==> src/rtl/sa_result_drain.sv <==
// Snapshots all ROWS column results once every column is valid, then streams them out column 0..ROWS-1.
// Latency: the edge that sees all valids also captures the snapshot; column 0 is presented in the next cycle; one beat per cycle.
// Backpressure: m_data/m_last are held while m_valid && !m_ready; rread pulses once after the last beat. Define SA_DRAIN_RELU_EN to clamp negative results to 0 at capture.
module sa_result_drain #(
    parameter int ROWS     = 8,
    parameter int OUTWIDTH = 32,
    parameter int CNTW     = 16
)(
    input  logic                           clk,
    input  logic                           rstn,
    input  logic [ROWS-1:0][OUTWIDTH-1:0]  r_in,
    input  logic [ROWS-1:0]                rvalid_in,
    output logic                           rread,
    output logic [OUTWIDTH-1:0]            m_data,
    output logic                           m_valid,
    input  logic                           m_ready,
    output logic                           m_last,
    output logic [CNTW-1:0]                tile_cnt,
    output logic                           busy
);

    localparam int              IDXW     = (ROWS > 1) ? $clog2(ROWS) : 1;
    localparam logic [IDXW-1:0] LAST_IDX = IDXW'(ROWS - 1);

    typedef enum logic [1:0] {
        S_IDLE    = 2'd0,
        S_SEND    = 2'd1,
        S_ACK     = 2'd2,
        S_RELEASE = 2'd3
    } state_t;

    state_t                        state;
    state_t                        state_nxt;
    logic [IDXW-1:0]               idx;
    logic [ROWS-1:0][OUTWIDTH-1:0] snap;
    logic [ROWS-1:0][OUTWIDTH-1:0] snap_cap;
    logic                          all_vld;
    logic                          beat_acc;
    logic                          last_acc;

    assign all_vld  = &rvalid_in;
    assign beat_acc = (state == S_SEND) && m_ready;
    assign last_acc = beat_acc && (idx == LAST_IDX);

    // Value written into the snapshot: optionally clamped so the stream never carries a negative result.
    always_comb begin
        snap_cap = r_in;
`ifdef SA_DRAIN_RELU_EN
        for (int i = 0; i < ROWS; i++) begin
            if (r_in[i][OUTWIDTH-1]) begin
                snap_cap[i] = '0;
            end
        end
`endif
    end

    // State register.
    always_ff @(posedge clk) begin
        if (!rstn) begin
            state <= S_IDLE;
        end else begin
            state <= state_nxt;
        end
    end

    // Next-state: wait for a full set of valids, drain, acknowledge, then give the core one cycle to drop stale valids.
    always_comb begin
        state_nxt = state;
        case (state)
            S_IDLE:    if (all_vld)  state_nxt = S_SEND;
            S_SEND:    if (last_acc) state_nxt = S_ACK;
            S_ACK:                   state_nxt = S_RELEASE;
            S_RELEASE:               state_nxt = S_IDLE;
            default:                 state_nxt = S_IDLE;
        endcase
    end

    // Snapshot, column index and drained-tile counter; inputs are only looked at in IDLE so later changes cannot leak into a tile.
    always_ff @(posedge clk) begin
        if (!rstn) begin
            snap     <= '0;
            idx      <= '0;
            tile_cnt <= '0;
        end else begin
            case (state)
                S_IDLE: begin
                    if (all_vld) begin
                        snap <= snap_cap;
                        idx  <= '0;
                    end
                end
                S_SEND: begin
                    if (beat_acc && !last_acc) begin
                        idx <= idx + IDXW'(1);
                    end
                end
                S_ACK: begin
                    tile_cnt <= tile_cnt + CNTW'(1);
                end
                default: begin
                end
            endcase
        end
    end

    // Outputs decode from state; data is zero outside SEND so nothing stale is ever presented.
    always_comb begin
        m_valid = (state == S_SEND);
        m_data  = m_valid ? snap[idx] : '0;
        m_last  = m_valid && (idx == LAST_IDX);
        rread   = (state == S_ACK);
        busy    = (state != S_IDLE);
    end

endmodule

==> config.mk <==
export PLATFORM = sky130hd
export DESIGN_NAME = sa_result_drain
export DESIGN_NICKNAME = d
export VERILOG_FILES = /design/src/rtl/sa_result_drain.sv
export SDC_FILE = /design/constraint.sdc
export NUM_CORES = 1
export LEC_CHECK = 0
export BUFFER_PORTS_ARGS = -buffer_cell sky130_fd_sc_hd__buf_2
export CAP_MARGIN = 10
export CORE_ASPECT_RATIO = 0.7
export CORE_UTILIZATION = 30
export CTS_CLUSTER_DIAMETER = 120
export DETAILED_ROUTE_END_ITERATION = 10
export GPL_TIMING_DRIVEN = 0
export PLACE_DENSITY_LB_ADDON = 0.1
export REMOVE_ABC_BUFFERS = 1
export SLEW_MARGIN = 20
export SYNTH_ARGS = -nofsm -noshare
export SYNTH_HDL_FRONTEND = slang
export SYNTH_SLANG_ARGS = --single-unit
export TNS_END_PERCENT = 10
==> constraint.sdc <==
create_clock -name clk -period 2.95 [get_ports clk]
set_clock_uncertainty 0.1 [all_clocks]
set_input_delay 0.4425 -clock clk [delete_from_list [all_inputs] [get_ports clk]]
set_output_delay 0.4425 -clock clk [all_outputs]
set_load 0.1 [all_outputs]
Yosys cells after proc, flatten, opt, wreduce, memory -nomap -nowiden
Index checks and enable logic that the tools add are counted.

$add $sub $neg: 2. Magnitude comparators: 1. Eq/ne operators: 7. Mux-type cells: 9. Reduce and logical (&&, ||, !) cells: 12.

Operator list (count): binary-select mux 32 bit (select 3 bit) (1); two-way mux 32 bit (2); adder 16 x 1 -> 16 bit (second input constant) (1); AND reduction 9 bit (1); case mux 2 bit (4 select lines) (1); AND reduction 8 bit (1); two-way mux 3 bit (2); case mux 3 bit (2 select lines) (1); equality test 2 bit (second input constant) (2); logical AND 1 bit (4); less-than comparator 3 x 4 -> 1 bit (second input constant) (1); two-way mux 2 bit (2); inequality test 2 x 1 -> 1 bit (second input constant) (2); nonzero test 2 bit (2); adder 3 x 1 -> 3 bit (second input constant) (1); equality test 3 bit (second input constant) (1); AND reduction 3 bit (1); equality test 2 x 1 -> 1 bit (second input constant) (1); logical NOT 2 bit (1); inequality test 2 bit (second input constant) (1); AND reduction 2 bit (1); logical NOT 1 bit (1).

Flip-flop bits (word level): 277. Bits of input ports: 267. Output and inout bits: 52. Logic and storage cells: 42.

Logic depth before layout (Yosys ltp)
Depth after elaboration: 7. Mapped depth: 9. Depth with buffers taken out: 6.

Least setup slack after synthesis
Ideal clock, no wire load.

Kind: reg-to-output. Start point: reg state[1]. End point: out m_data[10]. Arrival time: 3.104 ns. Data required time: 2.408 ns. Setup slack: -0.697 ns. Cell stages (with the launch flop): 6. Path buffers: 2. Cell sequence: dfxtp_1 -> inv_1 -> ha_1 -> clkbuf_1 -> clkbuf_1 -> nor2b_1.

Cells in the longest elaborated chain, start to end: 2.

Ends and longest elaborated chain: from (decl) (RTL line 32) `state_t state;`; from (signal assigned) (RTL line 62) `state <= state_nxt;`; equality test 2 x 1 -> 1 bit (RTL line 108) `m_valid = (state == S_SEND);`; net m_valid (RTL line 15) `output logic m_valid,`; two-way mux 32 bit (RTL line 109) `m_data = m_valid ? snap[idx] : '0;`; to (decl) (RTL line 14) `output logic [OUTWIDTH-1:0] m_data,`.

The timed path passes the listed nets, and every way through them passes these cells.

Worst setup path after layout
Start point: reg idx[0]. End point: out m_data[7].

Cells in the longest elaborated chain, start to end: 3.

Ends and longest elaborated chain: from (decl) (RTL line 34) `logic [IDXW-1:0] idx;`; from (signal assigned) (RTL line 94) `idx <= idx + IDXW'(1);`; binary-select mux 32 bit (select 3 bit) (RTL line 109); two-way mux 32 bit (not written as such) (RTL line 109); two-way mux 32 bit (RTL line 109).

Every way passes these cells. The select of a mux whose other input is x is not followed.

==> metrics.log <==
INFO  metric yosysWarningCount = 0
INFO  metric final.fill_count = approximately 3900
INFO  metric vdd_drop_max = between 0.0004 and 0.0005 V
INFO  metric post_synth_num_cell_types = 30
INFO  metric drt_pre_antenna_iters = 4
INFO  metric report.final.setup_viol = 0
INFO  metric yosysSeqAreaShare = 0.461
INFO  metric numPortBuffers = 318
INFO  metric post-dp-hpwl = between 20 and 25 mm
INFO  metric hold_viol_final = 0
INFO  metric synth-async-reset-ratio = 0
INFO  metric area_delta_synth_final = 45.6%
INFO  metric synth.cell_area = 0.0120 sq mm
INFO  metric setup.worst_path.end_class = primary output
INFO  metric gp_congestion = 0.736
INFO  metric wl_per_cell = 15.7 um
INFO  metric min_delay_worst_endpoint = snap[142]
INFO  metric detailed_place.area = around 0.014 sq mm
INFO  metric synth.top_cell.area_share = 0.461
INFO  metric yosys-top-cells-area = dfxtp_1 46%, nand2_1 16%, mux4_2 12%, a21oi_1 11%, mux2i_1 3.3%
INFO  metric clock_tree.buffer_depth = 3
INFO  metric grt_overflow = 0
INFO  metric synthesized_instance_count = 1380
INFO  metric postLayoutSetupSlackWorst = just under 0.08 ns
INFO  metric initial_core_util = 0.308
INFO  metric clock-root-buffer = clkbuf_16
INFO  metric num-nets-final = 2132
INFO  metric clock_insertion_delay_at_the_later_pin_of_the_skew_report = 0.56 ns
INFO  metric layout-drive-gt1-share = 0.252
INFO  metric vias = 11100
INFO  metric slew_viol_final = 0
INFO  metric cts_tree = yes
INFO  metric ff2ff_path_depth = 9
INFO  metric crit_path_start_kind = flop
INFO  metric ff_latch_count_synth = 277
INFO  metric cts_buffers = 30
INFO  metric static-leakage-power = 6.37 nW
INFO  metric crit_arrival = approximately 2.3 ns
INFO  metric reg2reg_setup_slack = between 0.2 and 0.25 ns
INFO  metric worst_hold_path_type = in -> reg
INFO  metric site_row_count = 60
INFO  metric slew_headroom = 0.501
INFO  metric placedCellCount = ~2100
INFO  metric initialDrtViolationCount = 442
INFO  metric worst_r2r_endpoint = snap[149]
INFO  metric cts_htree_levels = 1
INFO  metric boundaryPins = around 320
INFO  metric status = finished, final reports clean
INFO  metric route.final.wire_length = about 38 mm
INFO  metric track_usage = 0.181
INFO  metric post-route-cell-area = between 0.015 and 0.02 sq mm
INFO  metric core_box_area = between 0.03 and 0.04 sq mm
INFO  metric post-place-ws = ~0.15 ns
INFO  metric routed_via_density = roughly 4.6
INFO  metric cts_sinks = roughly 280
INFO  metric timing.hold.worst.start = r_in[142]
INFO  metric grt_setup_unrepaired = true
INFO  metric worstHoldPathCells = 3
INFO  metric die_width = roughly 240 um
INFO  metric worst_pin_slew = around 0.75 ns
INFO  metric report.power.total = between 8 and 9 mW
INFO  metric synth-edff-count = 0
INFO  metric postRouteAntennaNets = 0
INFO  metric clkTransAtPathRegs = 0.06 ns
INFO  metric die-height = ~170 um
INFO  metric synthMostInstantiatedCell = nand2_1
INFO  metric number_of_global_route_vias_before_repair = between 10000 and 15000
INFO  metric worstReg2RegStart = state[0]
INFO  metric largest_fanout_on_the_critical_path = 14
INFO  metric post_layout_nonfiller_instances = ~2400
INFO  metric layout_worst_path_cycle_share = 0.974
INFO  metric postSynthAreaPerCell = slightly below 9 sq um
INFO  metric maximum_number_of_pins_on_one_net_before_global_route_repair = 107
INFO  metric timing.critical_path.required = approximately 2.4 ns
INFO  metric grt_pass1_wl = between 50 and 60 mm
INFO  metric yosys.area.top_type = dfxtp_1
INFO  metric cap_viol_max_count = 0
INFO  metric post_synth_most_frequent_cells = 526 x nand2_1, 277 x dfxtp_1, 257 x a21oi_1, 64 x mux4_2, 40 x mux2i_1
INFO  metric worst_setup_path_startpoint = idx[0]
INFO  metric final_util = 0.449
INFO  metric max_freq = roughly 0.35 GHz
INFO  metric powerDensity = about 490 mW/mm^2
INFO  metric finalWorstPathRequiredPeriod = around 2.9 ns
INFO  metric initial_antenna_violation_count = 8
INFO  metric worstSetupPathType = reg -> out
INFO  metric design.die.area = between 0.04 and 0.05 sq mm
INFO  metric yosys_most_used_dff = dfxtp_1
INFO  metric detail_route.drc_violations = 0
metal layers:
layer	track usage	up-vias	part of all wire
li1	-	5602	-
met3	0.0421	40	0.052
met4	0.0432	0	0.019
met1	0.245	5213	0.47
met2	0.291	222	0.46
met5	0	-	0
state kept, by name, summed over array words and instances (netlist names):
name and flops:
snap 256, state 2, tile_cnt 16, idx 3
cell families after synthesis:
group,after synthesis,synth area share
flops,277,0.461
xor+xnor,11,0.00802
buf+inv,116,0.0591
compound gates,261,0.109
mux,104,0.153
simple gates,605,0.203
fa+ha+maj,6,0.00625
metrics by stage:
stage / TNS, ns / hold WS, ns
floorplan: -1538.76 / 0.333
CTS: 0 / 0.00000638
detailed placement: 0 / 0.345
global route: -0.0577 / 0.00333
finish: 0 / 0.0323
global placement: -2813.12 / 0.339
power breakdown:
part	leakage [nW]	switching [mW]	internal [mW]
registers	2.23	0.0112	3.75
clock network	0.518	1.60	2.29
logic	3.62	0.440	0.442
total	6.37	2.05	6.49
placed cells by master (no fill, tap or decap), types with 2 or more instances in the layout:
cell type / instances
nand2_1: 526
buf_2: 291
dfxtp_1: 274
a21oi_1: 257
dlygate4sd3_1: 209
mux4_2: 64
mux2i_1: 40
clkbuf_16: 33
nor2b_1: 32
buf_4: 15
nor2_1: 14
buf_8: 13
buf_6: 13
buf_16: 11
nand3_1: 10
clkbuf_8: 10
diode_2: 8
clkinv_2: 8
xnor2_1: 6
nand4_1: 5
xor2_1: 5
ha_1: 5
inv_1: 3
and4_1: 3
o21ai_0: 3
nand2b_1: 3
dfxtp_4: 3
buf_12: 3
and2_1: 2
and3_1: 2
nand3b_1: 2
clkbuf_1: 2
cell type report:
cell class              instances  area [sq um]  share of cell area
diodes                          8          20.0             0.00114
clock buffers                  44           946              0.0540
clock inverters                10          78.8             0.00450
inverters                       5          26.3             0.00150
multi-input cells             987          5790               0.331
flip-flops and latches        277          5560               0.317
well taps                     527           659              0.0377
repair buffers                558          4430               0.253
worst max-delay path, stage by stage, from the launching register on:
cell       delay, ns
dfxtp_4         0.37
buf_4           0.24
bufbuf_16       0.36
mux4_2          0.31
mux2i_1         0.14
nor2b_1         0.06
clkbuf_4        0.27
timing repair:
item                       4_1_cts  5_1_grt
resized for setup               39        5
setup endpoints to repair       33       62
gates cloned                     2        1
buffers inserted                 4        0
hold buffers                   209        0
pin swaps                        0        1
hold endpoints to repair       209        0
worst max-delay path by stage:
stage                     cells past startpoint  slack, ns         to
after global routing                          6      -0.03  m_data[7]
after detailed placement                     11       0.15   snap[21]
after floorplan                               6      -5.76    snap[0]
final                                         6       0.08  m_data[7]
after CTS                                     6      0.002  m_data[7]
after global placement                        5     -11.21  snap[170]
No activity file was read; power rests on OpenSTA's default activity.
